===== src/rtl/muldiv_ctrl_if.sv =====
// Start/operand handshake and HI/LO result bus between control_unit and the
// iterative multiply/divide sequencer.
interface muldiv_ctrl_if #(parameter int WIDTH = 32);
   logic             start;
   logic             op;
   logic [WIDTH-1:0] a;
   logic [WIDTH-1:0] b;
   logic             busy;
   logic             done;
   logic             div_zero;
   logic [WIDTH-1:0] hi;
   logic [WIDTH-1:0] lo;
   logic             hi_write;
   logic             lo_write;

   modport master (output start, op, a, b,
                   input  busy, done, div_zero, hi, lo, hi_write, lo_write);
   modport slave  (input  start, op, a, b,
                   output busy, done, div_zero, hi, lo, hi_write, lo_write);
endinterface


===== src/rtl/muldiv_ctrl.sv =====
// Iterative signed MULT/DIV sequencer: one shift-add or restoring shift-subtract
// step per cycle on operand magnitudes, sign fix-up on the way into HI/LO.
module muldiv_ctrl #(
   parameter int WIDTH = 32
) (
   input logic          clock,
   input logic          reset,
   muldiv_ctrl_if.slave bus
);
   localparam int            CW      = (WIDTH > 1) ? $clog2(WIDTH) : 1;
   localparam logic [CW-1:0] LAST    = CW'(WIDTH - 1);
   localparam logic [CW-1:0] CNT_ONE = CW'(1);

   typedef enum logic [1:0] {S_IDLE = 2'd0, S_RUN = 2'd1, S_FINISH = 2'd2} state_t;

   state_t             state_q, state_d;
   logic [CW-1:0]      cnt_q;
   logic               op_q, neg_q, neg_a_q;
   logic [WIDTH-1:0]   opnd_q, acc_q, quo_q;
   logic               busy_q, busy_d, done_q, done_d, dz_q, dz_d;
   logic [WIDTH-1:0]   hi_q, hi_d, lo_q, lo_d;

   logic [WIDTH-1:0]   mag_a_s, mag_b_s, acc_nx_s, quo_nx_s, dif_s;
   logic [WIDTH:0]     sum_s, shf_s;
   logic [2*WIDTH-1:0] prod_s, prod_fix_s;
   logic               idle_start_s, reject_s, accept_s;

   assign mag_a_s      = bus.a[WIDTH-1] ? -bus.a : bus.a;
   assign mag_b_s      = bus.b[WIDTH-1] ? -bus.b : bus.b;
   assign idle_start_s = (state_q == S_IDLE) && bus.start;
   assign reject_s     = idle_start_s && bus.op && (bus.b == {WIDTH{1'b0}});
   assign accept_s     = idle_start_s && !reject_s;

   // State register
   always_ff @(posedge clock or negedge reset) begin
      if (!reset) begin
         state_q <= S_IDLE;
      end else begin
         state_q <= state_d;
      end
   end

   // Next-state logic
   always_comb begin
      state_d = state_q;
      case (state_q)
         S_IDLE:   if (accept_s) state_d = S_RUN; else state_d = S_IDLE;
         S_RUN:    if (cnt_q == LAST) state_d = S_FINISH; else state_d = S_RUN;
         S_FINISH: state_d = S_IDLE;
         default:  state_d = S_IDLE;
      endcase
   end

   // One iteration step; acc holds the product upper half or the partial remainder
   always_comb begin
      sum_s    = {1'b0, acc_q} + (quo_q[0] ? {1'b0, opnd_q} : {(WIDTH+1){1'b0}});
      shf_s    = {acc_q, quo_q[WIDTH-1]};
      dif_s    = shf_s[WIDTH-1:0] - opnd_q;
      acc_nx_s = acc_q;
      quo_nx_s = quo_q;
      if (op_q) begin
         if (shf_s >= {1'b0, opnd_q}) begin
            acc_nx_s = dif_s;
            quo_nx_s = {quo_q[WIDTH-2:0], 1'b1};
         end else begin
            acc_nx_s = shf_s[WIDTH-1:0];
            quo_nx_s = {quo_q[WIDTH-2:0], 1'b0};
         end
      end else begin
         acc_nx_s = sum_s[WIDTH:1];
         quo_nx_s = {sum_s[0], quo_q[WIDTH-1:1]};
      end
   end

   // Output decode; the remainder takes the dividend's sign, quotient/product the XOR of signs
   always_comb begin
      prod_s     = {acc_q, quo_q};
      prod_fix_s = prod_s;
      busy_d     = (state_d == S_RUN);
      done_d     = (state_q == S_FINISH);
      dz_d       = reject_s;
      hi_d       = hi_q;
      lo_d       = lo_q;
      if (state_q == S_FINISH) begin
         if (op_q) begin
            lo_d = neg_q   ? -quo_q : quo_q;
            hi_d = neg_a_q ? -acc_q : acc_q;
         end else begin
            prod_fix_s = neg_q ? -prod_s : prod_s;
            hi_d       = prod_fix_s[2*WIDTH-1:WIDTH];
            lo_d       = prod_fix_s[WIDTH-1:0];
         end
      end else begin
         hi_d = hi_q;
         lo_d = lo_q;
      end
   end

   // Operand latch and iteration datapath
   always_ff @(posedge clock or negedge reset) begin
      if (!reset) begin
         cnt_q   <= {CW{1'b0}};
         op_q    <= 1'b0;
         neg_q   <= 1'b0;
         neg_a_q <= 1'b0;
         opnd_q  <= {WIDTH{1'b0}};
         acc_q   <= {WIDTH{1'b0}};
         quo_q   <= {WIDTH{1'b0}};
      end else begin
         case (state_q)
            S_IDLE: begin
               if (accept_s) begin
                  op_q    <= bus.op;
                  neg_q   <= bus.a[WIDTH-1] ^ bus.b[WIDTH-1];
                  neg_a_q <= bus.a[WIDTH-1];
                  opnd_q  <= bus.op ? mag_b_s : mag_a_s;
                  quo_q   <= bus.op ? mag_a_s : mag_b_s;
                  acc_q   <= {WIDTH{1'b0}};
                  cnt_q   <= {CW{1'b0}};
               end
            end
            S_RUN: begin
               acc_q <= acc_nx_s;
               quo_q <= quo_nx_s;
               cnt_q <= cnt_q + CNT_ONE;
            end
            default: begin
            end
         endcase
      end
   end

   // Registered outputs
   always_ff @(posedge clock or negedge reset) begin
      if (!reset) begin
         busy_q <= 1'b0;
         done_q <= 1'b0;
         dz_q   <= 1'b0;
         hi_q   <= {WIDTH{1'b0}};
         lo_q   <= {WIDTH{1'b0}};
      end else begin
         busy_q <= busy_d;
         done_q <= done_d;
         dz_q   <= dz_d;
         hi_q   <= hi_d;
         lo_q   <= lo_d;
      end
   end

   assign bus.busy     = busy_q;
   assign bus.done     = done_q;
   assign bus.div_zero = dz_q;
   assign bus.hi       = hi_q;
   assign bus.lo       = lo_q;
   assign bus.hi_write = done_q;
   assign bus.lo_write = done_q;
endmodule

===== src/flat_wrapper.sv =====
// flat-port wrapper written by rule: the top's interface ports become plain ports
module muldiv_ctrl_flat 
#(
   parameter int WIDTH = 32
)
  (clock, reset, bus_start, bus_op, bus_a, bus_b, bus_busy, bus_done, bus_div_zero, bus_hi, bus_lo, bus_hi_write, bus_lo_write);
  muldiv_ctrl_if #(.WIDTH(WIDTH)) bus_i ();
  input logic clock;
  input logic reset;
  input wire logic [$bits(bus_i.start)-1:0] bus_start;
  input wire logic [$bits(bus_i.op)-1:0] bus_op;
  input wire logic [$bits(bus_i.a)-1:0] bus_a;
  input wire logic [$bits(bus_i.b)-1:0] bus_b;
  output wire logic [$bits(bus_i.busy)-1:0] bus_busy;
  output wire logic [$bits(bus_i.done)-1:0] bus_done;
  output wire logic [$bits(bus_i.div_zero)-1:0] bus_div_zero;
  output wire logic [$bits(bus_i.hi)-1:0] bus_hi;
  output wire logic [$bits(bus_i.lo)-1:0] bus_lo;
  output wire logic [$bits(bus_i.hi_write)-1:0] bus_hi_write;
  output wire logic [$bits(bus_i.lo_write)-1:0] bus_lo_write;
  assign bus_i.start = bus_start;
  assign bus_i.op = bus_op;
  assign bus_i.a = bus_a;
  assign bus_i.b = bus_b;
  assign bus_busy = bus_i.busy;
  assign bus_done = bus_i.done;
  assign bus_div_zero = bus_i.div_zero;
  assign bus_hi = bus_i.hi;
  assign bus_lo = bus_i.lo;
  assign bus_hi_write = bus_i.hi_write;
  assign bus_lo_write = bus_i.lo_write;
  muldiv_ctrl #(.WIDTH(WIDTH)) u_core (.clock(clock), .reset(reset), .bus(bus_i));
endmodule

===== config.mk =====
export PLATFORM = sky130hd
export DESIGN_NAME = muldiv_ctrl_flat
export DESIGN_NICKNAME = d
export VERILOG_FILES = /design/src/rtl/muldiv_ctrl_if.sv /design/src/rtl/muldiv_ctrl.sv /design/src/flat_wrapper.sv
export SDC_FILE = /design/constraint.sdc
export NUM_CORES = 1
export LEC_CHECK = 0
export CELL_PAD_IN_SITES_DETAIL_PLACEMENT = 1
export CELL_PAD_IN_SITES_GLOBAL_PLACEMENT = 2
export CORE_MARGIN = 4
export CORE_UTILIZATION = 30
export CTS_CLUSTER_SIZE = 8
export DETAILED_ROUTE_END_ITERATION = 10
export DONT_BUFFER_PORTS = 1
export HOLD_SLACK_MARGIN = 0.08
export PLACE_DENSITY = 0.76
export SLEW_MARGIN = 20
export SYNTH_ARGS = -nofsm -noshare
export SYNTH_HDL_FRONTEND = slang
export SYNTH_SLANG_ARGS = --single-unit

===== constraint.sdc =====
create_clock -name clock -period 3.95 [get_ports clock]
set_clock_uncertainty 0.2 [all_clocks]
set_input_delay 0.79 -clock clock [delete_from_list [all_inputs] [get_ports clock]]
set_output_delay 0.79 -clock clock [all_outputs]
set_load 0.005 [all_outputs]

==> impl_results.md <==
- Status: finished with violations
- Violated checks: hold timing
- Largest family of logic cells by synthesized area: compound AO/OA/AOI/OAI gates
- RePlAce Congestion: 0.939
- Slew HR: 0.257
- Combinational power share: 0.700
- Rows: between 80 and 90
- TNS Setup: 0 ns
- Worst hold margin: -0.165 ns
- Syn_nets: approximately 2000
- Crit. End Element: flop
- First-pass GRT wire length: ~90 mm
- Reg clk slew, reported paths: roughly 0.070 ns
- P&R area growth vs syn: 11.9%
- Prevailing post-synth register cell: dfrtp_1
- Period utilization: 0.940
- Initial antenna violation count: 0
- Ys Warns: 0
- Clk Latency, worst-skew pair: around 0.47 ns
- Xor and xnor area share after synthesis: 0.0986
- Largest net degree at the start of global routing: 174
- Min-delay worst type: in -> async
- Min Tclk post-route: between 3 and 4 ns
- CP Launch Type: flop
- Reg power frac: 0.195
- Nets: ~2000
- Die H: 230 um
- Fmax: between 200 and 300 MHz
- Flops & latches, synth: 173
- Psw: about 9 mW
- Vias in the first global route: roughly 15000
- Root Buffer: clkbuf_16
- Vias post-DR: 14400
- Tot GR Track Use: 0.216
- Yosys cell types: between 80 and 90
- IO Pins: ~140
- PwrDens: roughly 1000 nW/um^2
- Wire per inst: 22.6 um
- Post-synth ARST share: 1.00
- Final setup vio count: 0
- Synth Area in Compound Gates: 0.269
- Slew @ Worst Pin: roughly 1.1 ns
- Simple-gate portion of the synthesized area: 0.192
- H-tree depth: 4
- Die W: between 200 and 250 um
- Worst R2R End: u_core.acc_q[29]$_DFFE_PN0P_
- Share of layout cells above drive strength 1: 0.0967
- TritonCTS clock tree: built
- Worst reg2reg path depth: 14
- Critical Setup Path Class: reg -> reg
- Vias/cell: between 5 and 6
- DRT iter0 DRCs: approximately 1100
- Clock power share: 0.105
- Num CTS Buffers: 17
- Number of synthesized flops with an enable pin: 0
- DRC: 0
- Remaining antenna violation count after routing: 0
- Worst Path Max Fanout: 4
- RR Startpoint: u_core.opnd_q[0]$_DFFE_PN0P_
- Wirelength, routed: between 50 and 60 mm
- Avg Inst Size Synth: just under 8 sq um
- Max Slew Vio Count: 0
- Post-Syn Area: between 10000 and 15000 sq um
- Worst Path Required: slightly above 4 ns
- Peak supply drop: a little over 0.4 mV
- Total grt overflow: 0
- CP Data Arrival Time: ~3.9 ns
- Initial core utilization: 0.303
- Adder-cell share of the synthesized area: 0.0618
- Sw Share: 0.515
- Int Power: just over 8 mW
- Register area share after synthesis: 0.292
- Max cap viols: 0
- Cell count after synthesis: 1905
- ANT cells: 0
- Max Root-Sink Buffers: 2
- Commonest non-fill, non-tap cells in the layout: nand2_1 (235), o21ai_0 (226), dfrtp_1 (172)
- Mux cell area share after synthesis: 0.0320
- Most common cell after layout, fill and taps aside: nand2_1
- Dpl hpwl: approximately 45 mm
- 1st-pass router iterations: 5
- Core Area: 49000 sq um
- # port buffers: 0
- Core Util, Final: 0.339
- R2R Setup Slk: 0.24 ns
- Num Clock Sinks: about 170
- Final hold viol count: approximately 170
- Fillers: around 6000
- Die area: roughly 53000 sq um
- P_leak: 7.12 nW
- RSZ-0062 raised after global routing: false
[logic make-up (layout without fill, tap and decap cells)]
logic type | after synthesis | in the layout
AO/OA/AOI/OAI | 647 | 647
XOR/XNOR | 167 | 167
buffers and inverters | 191 | 199
flip-flops | 173 | 173
adder cells (fa/ha/maj) | 72 | 72
AND/OR/NAND/NOR | 608 | 608
multiplexers | 47 | 47
[flip-flops by register name (all words and copies together), names as in the netlist, 2 cells and up]
| register | flops |
|---|---|
| u_core.acc_q | 32 |
| u_core.bus.hi | 32 |
| u_core.bus.lo | 32 |
| u_core.opnd_q | 32 |
| u_core.quo_q | 32 |
| u_core.cnt_q | 5 |
| u_core.state_q | 2 |
[power groups by stage]
stage,clock network (mW),logic (mW),registers [mW]
final,1.80,12.0,3.33
after global routing,1.91,13.2,3.42
after CTS,1.84,11.8,3.31
after detailed placement,0,11.8,3.35
after global placement,0,11.5,3.31
after floorplan,0,8.05,3.04
[synthesized netlist by cell type (all sizes together) (6+ instances only)]
cell    count  area, sq um
and2        9         56.3
ha         70          876
o21a       12         90.1
clkbuf    102          414
nor3       33          170
inv        60          225
nand2     237          892
o211ai     25          188
nor2      156          586
a211oi     32          240
or4        15          120
o41ai      11          104
nand2b     24          150
mux2i      44          440
a21o       41          308
and3        7         43.8
o211a       7         70.1
xnor2      76          666
a22oi      20          150
nand4       9         62.6
xor2       91          797
o21ai     237         1190
nand3      39          195
o22ai       6         37.5
or3        24          163
nor2b      11         68.8
dfrtp     173         4330
o31ai      38          300
a21oi     145          737
a31oi      24          150
nor4       19          125
buf        27          141
or2         6         37.5
[stage by stage]
| step | setup WS (ns) | hold slack (ns) | cells | power, mW | cell area [sq um] |
|---|---|---|---|---|---|
| 5_1_grt | 0.0246 | -0.191 | 2577 | 18.5 | 16600 |
| 6_report | 0.239 | -0.165 | 2577 | 17.1 | 16600 |
| 3_3_place_gp | 0.154 | 0.269 | 2544 | 14.8 | 16000 |
| 2_1_floorplan | 0.461 | 0.250 | 1905 | 11.1 | 14800 |
| 4_1_cts | 0.0989 | -0.201 | 2576 | 17.0 | 16600 |
| 3_5_place_dp | 0.156 | 0.274 | 2544 | 15.1 | 16000 |
[how the worst max path moves through the flow]
stage,startpoint,to,slack [ns]
floorplan,u_core.quo_q[0]$_DFFE_PN0P_,u_core.acc_q[29]$_DFFE_PN0P_,0.46
global placement,u_core.quo_q[31]$_DFFE_PN0P_,u_core.acc_q[30]$_DFFE_PN0P_,0.15
detailed placement,u_core.quo_q[31]$_DFFE_PN0P_,u_core.acc_q[30]$_DFFE_PN0P_,0.16
CTS,u_core.quo_q[31]$_DFFE_PN0P_,u_core.acc_q[30]$_DFFE_PN0P_,0.1
global route,u_core.quo_q[0]$_DFFE_PN0P_,u_core.acc_q[30]$_DFFE_PN0P_,0.02
finish,u_core.opnd_q[0]$_DFFE_PN0P_,u_core.acc_q[29]$_DFFE_PN0P_,0.24
[repair_timing]
action                                  CTS  global route
endpoints found under the setup margin    0             2
endpoints found under the hold margin   173           173
setup buffers                             0             0
resized for setup                         0             3
[layer usage]
metal  part of all wire  GRT usage
met3              0.057     0.0373
met2               0.45      0.344
met4              0.027     0.0699
met1               0.46      0.299
met5                  0          0
[worst max-delay path, cell delays in order (launching register included)]
cell and delay, ns:
dfrtp_1 0.38, and2_1 0.14, ha_1 0.18, inv_1 0.07, fa_1 0.37, nand2b_1 0.22
a21oi_1 0.29, o21a_1 0.27, a32o_1 0.41, o311a_1 0.29, o221ai_1 0.13, buf_4 0.17
o211ai_1 0.20, xor2_1 0.09, a21o_1 0.18
[cell type report]
class | count | area (sq um) | area share
multi-input combinational | 1541 | 9750 | 0.587
sequential | 173 | 4330 | 0.261
timing repair buffer | 107 | 866 | 0.0521
tap | 664 | 831 | 0.0500
clock buffer | 19 | 443 | 0.0267
inverter | 60 | 225 | 0.0136
clock inverter | 13 | 151 | 0.00912
Note: power is estimated with default switching activity, not from simulation.
